==> config.mk <==
export PLATFORM = sky130hd
export DESIGN_NAME = mem_wb_stage_controller
export DESIGN_NICKNAME = d
export VERILOG_FILES = /design/src/rtl/mem_wb_stage_controller.sv
export SDC_FILE = /design/constraint.sdc
export NUM_CORES = 1
export LEC_CHECK = 0
export CAP_MARGIN = 10
export CORE_UTILIZATION = 50
export CTS_CLUSTER_SIZE = 10
export DETAILED_ROUTE_END_ITERATION = 6
export PLACE_DENSITY = 0.85
export SLEW_MARGIN = 15
export SYNTH_ARGS = -nofsm -noshare
export SYNTH_HDL_FRONTEND = slang
export SYNTH_SLANG_ARGS = --single-unit
==> constraint.sdc <==
create_clock -name i_clk -period 2.25 [get_ports i_clk]
set_input_delay 0.3375 -clock i_clk [delete_from_list [all_inputs] [get_ports i_clk]]
set_output_delay 0.3375 -clock i_clk [all_outputs]
set_load 0.01 [all_outputs]
==> src/rtl/mem_wb_stage_controller.sv <==
// mem_wb_stage_controller
//   Sequences the MEM stage of a 5-stage MIPS pipeline around a data memory
//   with a req/ack handshake. Stalls upstream stages while a load/store is
//   outstanding, drives the MEM/WB load enable and bubble insertion, and
//   retires failed or timed-out accesses as bubbles with sticky status.
//
// Ports:
//   i_clk             pipeline clock, rising edge
//   i_reset           asynchronous active-high reset
//   i_exmem_valid     EX/MEM holds a real instruction
//   i_exmem_memread   instruction is a load
//   i_exmem_memwrite  instruction is a store (wins if both set)
//   i_dmem_ack        data memory access complete (1-cycle pulse)
//   i_dmem_err        data memory access fault
//   o_dmem_req        registered access request
//   o_dmem_we         registered write enable, stable while o_dmem_req=1
//   o_pipe_stall      freeze PC, IF/ID, ID/EX, EX/MEM
//   o_memwb_load      MEM/WB register load enable
//   o_memwb_bubble    force RegWrite/MemtoReg to 0 on MEM/WB input
//   o_busy            controller not idle
//   o_timeout_err     sticky: an access timed out
//   o_access_err      sticky: dmem_err seen during an access
//   o_stall_cycles    saturating count of stalled cycles
//
// state | meaning
// IDLE  | no access outstanding; non-memory instructions pass straight through
// REQ   | request outstanding, waiting for ack/err or timeout
// DONE  | access completed; instruction retires into MEM/WB
// ABORT | access failed or timed out; instruction dropped as a bubble
module mem_wb_stage_controller #(
  parameter int TIMEOUT_CYCLES = 16,
  parameter int CNT_W          = 5,
  parameter int PERF_W         = 32
) (
  input  logic              i_clk,
  input  logic              i_reset,
  input  logic              i_exmem_valid,
  input  logic              i_exmem_memread,
  input  logic              i_exmem_memwrite,
  input  logic              i_dmem_ack,
  input  logic              i_dmem_err,
  output logic              o_dmem_req,
  output logic              o_dmem_we,
  output logic              o_pipe_stall,
  output logic              o_memwb_load,
  output logic              o_memwb_bubble,
  output logic              o_busy,
  output logic              o_timeout_err,
  output logic              o_access_err,
  output logic [PERF_W-1:0] o_stall_cycles
);

  typedef enum logic [1:0] {S_IDLE, S_REQ, S_DONE, S_ABORT} state_t;

  localparam logic [CNT_W-1:0] LP_CNT_LAST = CNT_W'(TIMEOUT_CYCLES - 1);

  state_t             r_state;
  state_t             w_next;
  logic [CNT_W-1:0]   r_cnt;
  logic               r_req;
  logic               r_we;
  logic               r_timeout_err;
  logic               r_access_err;
  logic [PERF_W-1:0]  r_stall_cycles;

  logic w_mem_op;
  logic w_start;
  logic w_err_abort;
  logic w_to_abort;
  logic w_exit_req;

  assign w_mem_op = i_exmem_valid & (i_exmem_memread | i_exmem_memwrite);

  always_comb begin
    w_next         = r_state;
    o_pipe_stall   = 1'b0;
    o_memwb_load   = 1'b1;
    o_memwb_bubble = 1'b1;
    w_start        = 1'b0;
    w_err_abort    = 1'b0;
    w_to_abort     = 1'b0;
    case (r_state)
      S_IDLE: begin
        if (w_mem_op) begin
          o_pipe_stall = 1'b1;
          w_start      = 1'b1;
          w_next       = S_REQ;
        end else begin
          o_memwb_bubble = ~i_exmem_valid;
        end
      end
      S_REQ: begin
        o_pipe_stall = 1'b1;
        // Error takes priority over a simultaneous ack.
        if (i_dmem_err) begin
          w_err_abort = 1'b1;
          w_next      = S_ABORT;
        end else if (i_dmem_ack) begin
          w_next = S_DONE;
        end else if (r_cnt == LP_CNT_LAST) begin
          w_to_abort = 1'b1;
          w_next     = S_ABORT;
        end
      end
      S_DONE: begin
        o_memwb_bubble = 1'b0;
        w_next         = S_IDLE;
      end
      S_ABORT: begin
        w_next = S_IDLE;
      end
      default: begin
        w_next = S_IDLE;
      end
    endcase
  end

  assign w_exit_req = (r_state == S_REQ) && (w_next != S_REQ);

  always_ff @(posedge i_clk or posedge i_reset) begin
    if (i_reset) begin
      r_state        <= S_IDLE;
      r_req          <= 1'b0;
      r_we           <= 1'b0;
      r_cnt          <= '0;
      r_timeout_err  <= 1'b0;
      r_access_err   <= 1'b0;
      r_stall_cycles <= '0;
    end else begin
      r_state <= w_next;
      if (w_start) begin
        r_req <= 1'b1;
        r_we  <= i_exmem_memwrite;
        r_cnt <= '0;
      end else if (w_exit_req) begin
        r_req <= 1'b0;
      end else if (r_state == S_REQ) begin
        r_cnt <= r_cnt + 1'b1;
      end
      if (w_err_abort) r_access_err  <= 1'b1;
      if (w_to_abort)  r_timeout_err <= 1'b1;
      if (o_pipe_stall && (r_stall_cycles != {PERF_W{1'b1}}))
        r_stall_cycles <= r_stall_cycles + 1'b1;
    end
  end

  assign o_dmem_req     = r_req;
  assign o_dmem_we      = r_we;
  assign o_busy         = (r_state != S_IDLE);
  assign o_timeout_err  = r_timeout_err;
  assign o_access_err   = r_access_err;
  assign o_stall_cycles = r_stall_cycles;

endmodule

### Yosys cells after proc, flatten, opt, wreduce, memory -nomap -nowiden

Cells that the tools add are included.

| cells by class | value |
|---|---|
| add/sub/neg operators | 2 |
| eq/ne operators | 7 |
| muxes and demuxes | 21 |
| bitwise gates (word level) | 3 |
| reduce and logical (&&, ||, !) cells | 8 |

Operator list:

| cell | count |
|---|---|
| $add 32x1->32 const B | 1 |
| $ne 32x32->1 const B | 1 |
| $mux 5 | 3 |
| $mux 1 | 11 |
| $mux 2 | 4 |
| $pmux 2 s3 | 1 |
| $reduce_bool 2->1 | 3 |
| $add 5x1->5 const B | 1 |
| $eq 5x4->1 const B | 1 |
| $eq 2x2->1 const B | 2 |
| $pmux 1 s2 | 2 |
| $eq 2x1->1 const B | 1 |
| $logic_and 1x1->1 | 2 |
| $logic_not 2->1 | 1 |
| $ne 2x1->1 const B | 1 |
| $ne 2x2->1 const B | 1 |
| $reduce_and 2->1 | 1 |
| $reduce_or 2->1 | 1 |
| $and 1x1->1 | 1 |
| $not 1->1 | 1 |
| $or 1x1->1 | 1 |

| word-level totals | value |
|---|---|
| flip-flop bits (word level) | 43 |
| bits of input ports | 7 |
| output and inout port bits | 40 |
| word-level logic and storage cells | 48 |

### Longest topological paths before layout

| depth | value |
|---|---|
| depth in word-level cells | 9 |
| depth in mapped cells | 8 |
| gate-level depth less buffers | 8 |

### Least setup slack after synthesis

Ideal clock, no wire load.

| path | value |
|---|---|
| path kind | reg-to-reg |
| start | register r_stall_cycles[0], in the netlist o_stall_cycles[0] |
| end | register r_stall_cycles[4], in the netlist o_stall_cycles[4] |
| library setup time | 129 ps |
| data arrival time | 1,856 ps |
| data required time | 2,121 ps |
| path slack | 265 ps |
| cell stages (with the launch flop) | 8 |
| buffers on the path | 1 |
| clock period less this slack | 1,985 ps |
| cell sequence | dfrtp_1 -> ha_1 -> and3_1 -> nand3_1 -> or3_1 -> buf_2 -> and3_4 -> xor2_1 |

| on the way | value |
|---|---|
| word-level cells in the longest chain between the ends | 2 |
| elaborated cells between the ends (all ways) | 3 |
| classes of those cells | 1 x add/sub; 1 x eq/ne; 1 x reduce/logical |

RTL lines:

| item | line | source |
|---|---|---|
| from (decl) | 64 | `logic [PERF_W-1:0] r_stall_cycles;` |
| from (signal assigned) | 143 | `r_stall_cycles <= r_stall_cycles + 1'b1;` |
| branches (longest 2 deep; another with $add 32x1->32) | n/a |  |

Parallel ways; which one is timed is not known.
A chain may end at the register's enable or synchronous reset.

### Final worst setup path

| path | value |
|---|---|
| start | input port i_exmem_valid |
| end | output port o_pipe_stall |

| on the way | value |
|---|---|
| word-level cells in the longest chain between the ends | 3 |

RTL lines:

| item | line | source |
|---|---|---|
| from (decl) | 37 | `input logic i_exmem_valid,` |
| $and 1x1->1 | 72 | `assign w_mem_op = i_exmem_valid & (i_exmem_memread \| i_exmem_memwrite);` |
| $mux 1 | 84 | `if (w_mem_op) begin` |
| $pmux 1 s2 | 82 | `case (r_state)` |
| to (decl) | 44 | `output logic o_pipe_stall,` |

Every way passes these cells.

==> impl_metrics.tcl <==
set metrics [dict create \
    antenna_cells 0 \
    finalPower_uw 2120 \
    synthArstFlopShare_pct 100 \
    final_util_pct 71.0 \
    cts_sinks 43 \
    slew_viol_final 0 \
    syn_nets 201 \
    root_buffer "clkbuf_8" \
    period_needed_ns 2.14 \
    dp_cells 289 \
    routabilityCongestion 0.806 \
    ys_types 39 \
    grt_setup_unrepaired "false" \
    p_leak_uw 0.00121 \
    fin_worst_skew_ns 0.00839 \
    cts_hold_buf 0 \
    power_density_nw_per_um2 785 \
    vias 1615 \
    ios 47 \
    cts_tree "done" \
    numCtsBuffers 5 \
    syn_to_final_growth_pct 30.6 \
    antenna_found_initial 0 \
    via_per_inst 5.44 \
    synth-main-ff-cell "dfrtp_1" \
    first_pass_iters 4 \
    grt_max_degree 44 \
    dieHeight_um 66.3 \
    final_nets 258 \
    fmax_mhz 467 \
    critPathSlowestCell "clkdlybuf4s50_1" \
    cts-htree-levels 2 \
    ys.warnings.count 0 \
    cpPeakStageDelay_ns 0.53 \
    hold_viol 0 \
    ant_nets 0 \
    pwr-share-seq_pct 47.3 \
    synth-edff-count 0 \
    groute.usage.overall_pct 21.2 \
    synth_area_um2 2060 \
    cts-resized-gates 0 \
    crit_required_ns 1.91 \
    slew_headroom_pct 65.3 \
    final_cells 297 \
    postCtsSetupBuffers 0 \
    cts.path.max_buffers 2 \
    timing.final.crit_share_pct 95.3 \
    worst-slew-pin-transition_ns 0.520 \
    max_cap_violations 0 \
    port_buffers 45 \
    p_comb_share_pct 30.7 \
    status "finished, final reports clean" \
    routedWlPerCell_um 13.2 \
    setup_viol 0 \
    ys_seq_area_share_pct 52.1 \
    cp_cell_sequence "clkdlybuf4s50_1 > o21ai_1 > a21o_1 > inv_2 > clkdlybuf4s50_1" \
    crit_arrival_ns 1.81 \
    crit_top_cell "clkdlybuf4s50_1" \
    clock_latency_ns 0.29 \
    clk_pin_slew_ns 0.08 \
    drive_gt1_share_pct 8.84 \
    p_sw_share_pct 31.8 \
    netlist_instances 191 \
    drtIter0Drc 96 \
    rows 22 \
    p_int_uw 1440 \
    overflow 0 \
    pwr-share-clk_pct 22.0 \
    setup_tns_ns 0 \
    die_area_um2 4390 \
    peakVddDrop_mv 0.707 \
    drc_errors 0 \
    grt_pass1_vias 1547 \
    crit_type "input port to output pin" \
    ys_ff_latch 43 \
    cp_max_fo 4 \
    grt_pass1_wl_mm 6.98 \
    core-area_um2 3800 \
    die_w_um 66.3 \
    endpoint_kind "output pin" \
    avgSynthCellArea_um2 10.8 \
    hp-class "input port to async pin" \
    dpl.hpwl_mm 2.91 \
    power.switching_uw 673 \
    initial_core_util_pct 54.3 \
    finalWirelength_mm 3.91 \
    cp-start-kind "input port" \
]
final cells by class:
type	instances	area [um^2]
clock inverter	1	5.00
timing repair buffer	53	510
inverter	5	18.8
multi-input combinational	140	950
tap	48	60.1
clock buffer	7	76.3
sequential	43	1080
fill	289	1100
state kept, by name, indices dropped and copies added (netlist names):
register and cells:
o_timeout_err 1, o_access_err 1, o_dmem_we 1, o_stall_cycles 32
r_cnt 5, o_dmem_req 1, r_state 2
cells by family (layout without fill, tap and decap cells):
logic type	after synthesis	count (layout)	share of synthesized area, %
multiplexers	1	1	0.545
AO/OA/AOI/OAI	17	17	6.30
AND/OR/NAND/NOR	86	86	23.6
XOR/XNOR	32	32	13.6
adder cells (fa/ha/maj)	3	3	1.82
flip-flops	43	43	52.1
other	1	1	0.182
buffers and inverters	8	66	1.88
Yosys cell counts (all sizes together) (2+ instances only):
library cell	instances	area, um^2
dfrtp	43	1080
xnor2	19	166
nand3	18	90.1
nor2	17	63.8
xor2	13	114
nand2	12	45.0
nand4	10	77.6
and3	9	61.3
and4	6	53.8
nor3	6	35.0
o21ai	6	30.0
inv	5	18.8
buf	3	20.0
ha	3	37.5
a21o	2	15.0
nor2b	2	12.5
o211ai	2	15.0
final timing paths:
| kind | from | to | slack, ns | cells past startpoint |
|---|---|---|---|---|
| setup / recovery | i_exmem_valid | o_pipe_stall | 0.11 | 5 |
| hold / removal | i_reset | o_stall_cycles[29]$_DFFE_PP0P_ | 0.47 | 3 |
| setup reg to reg | r_cnt[0]$_DFFE_PP0P_ | r_cnt[2]$_DFFE_PP0P_ | 0.23 | 8 |
| hold reg to reg | o_access_err$_DFFE_PP0P_ | o_access_err$_DFFE_PP0P_ | 0.48 | 1 |
| max in group asynchronous | i_reset | o_stall_cycles[17]$_DFFE_PP0P_ | 1.42 | 3 |
| min in group i_clk | o_access_err$_DFFE_PP0P_ | o_access_err$_DFFE_PP0P_ | 0.48 | 1 |
routing by layer:
metal  up-vias  routed length [um]  GRT usage [%]
met4         0                  56           6.38
met5         -                   0              0
met2        44                1870           35.5
li1        789                   -              -
met3         7                 198           6.21
met1       775                1780           26.4
power by group through the flow:
stage                     Combinational [uW]  Clock [uW]  Sequential (uW)
after floorplan                          307           0             1030
after global placement                   639           0             1010
after detailed placement                 651           0             1020
after CTS                                661         477             1000
after global routing                     722         517             1020
final                                    651         465             1000
layout by cell type (no fill, tap or decap), types with 2 or more instances in the layout:
cell type / instances
clkbuf_8: 5
and4_1: 5
xnor2_1: 19
o211ai_1: 2
nor3_1: 5
a21o_1: 2
dfrtp_1: 43
and3_1: 8
nor2_1: 17
nor2b_1: 2
clkbuf_1: 2
clkdlybuf4s50_1: 45
nand2_1: 12
nand3_1: 18
buf_4: 8
xor2_1: 13
o21ai_0: 5
nand4_1: 9
inv_1: 4
ha_1: 3
stage by stage:
| step | setup WS, ns | cell area [um^2] | hold slack, ns |
|---|---|---|---|
| 6_report | 0.106 | 2700 | 0.470 |
| 3_3_place_gp | 0.115 | 2620 | 0.445 |
| 3_5_place_dp | 0.0842 | 2620 | 0.470 |
| 5_1_grt | 0.0206 | 2700 | 0.509 |
| 2_1_floorplan | 0.265 | 2060 | 0.450 |
| 4_1_cts | 0.0802 | 2700 | 0.491 |
worst max-delay path, delay by kind of cell:
kind / cells / cell delay, ns
buffers and inverters: 3 / 1.12
AOI/OAI and AO/OA: 2 / 0.35
Note: power is estimated with default switching activity, not from simulation.
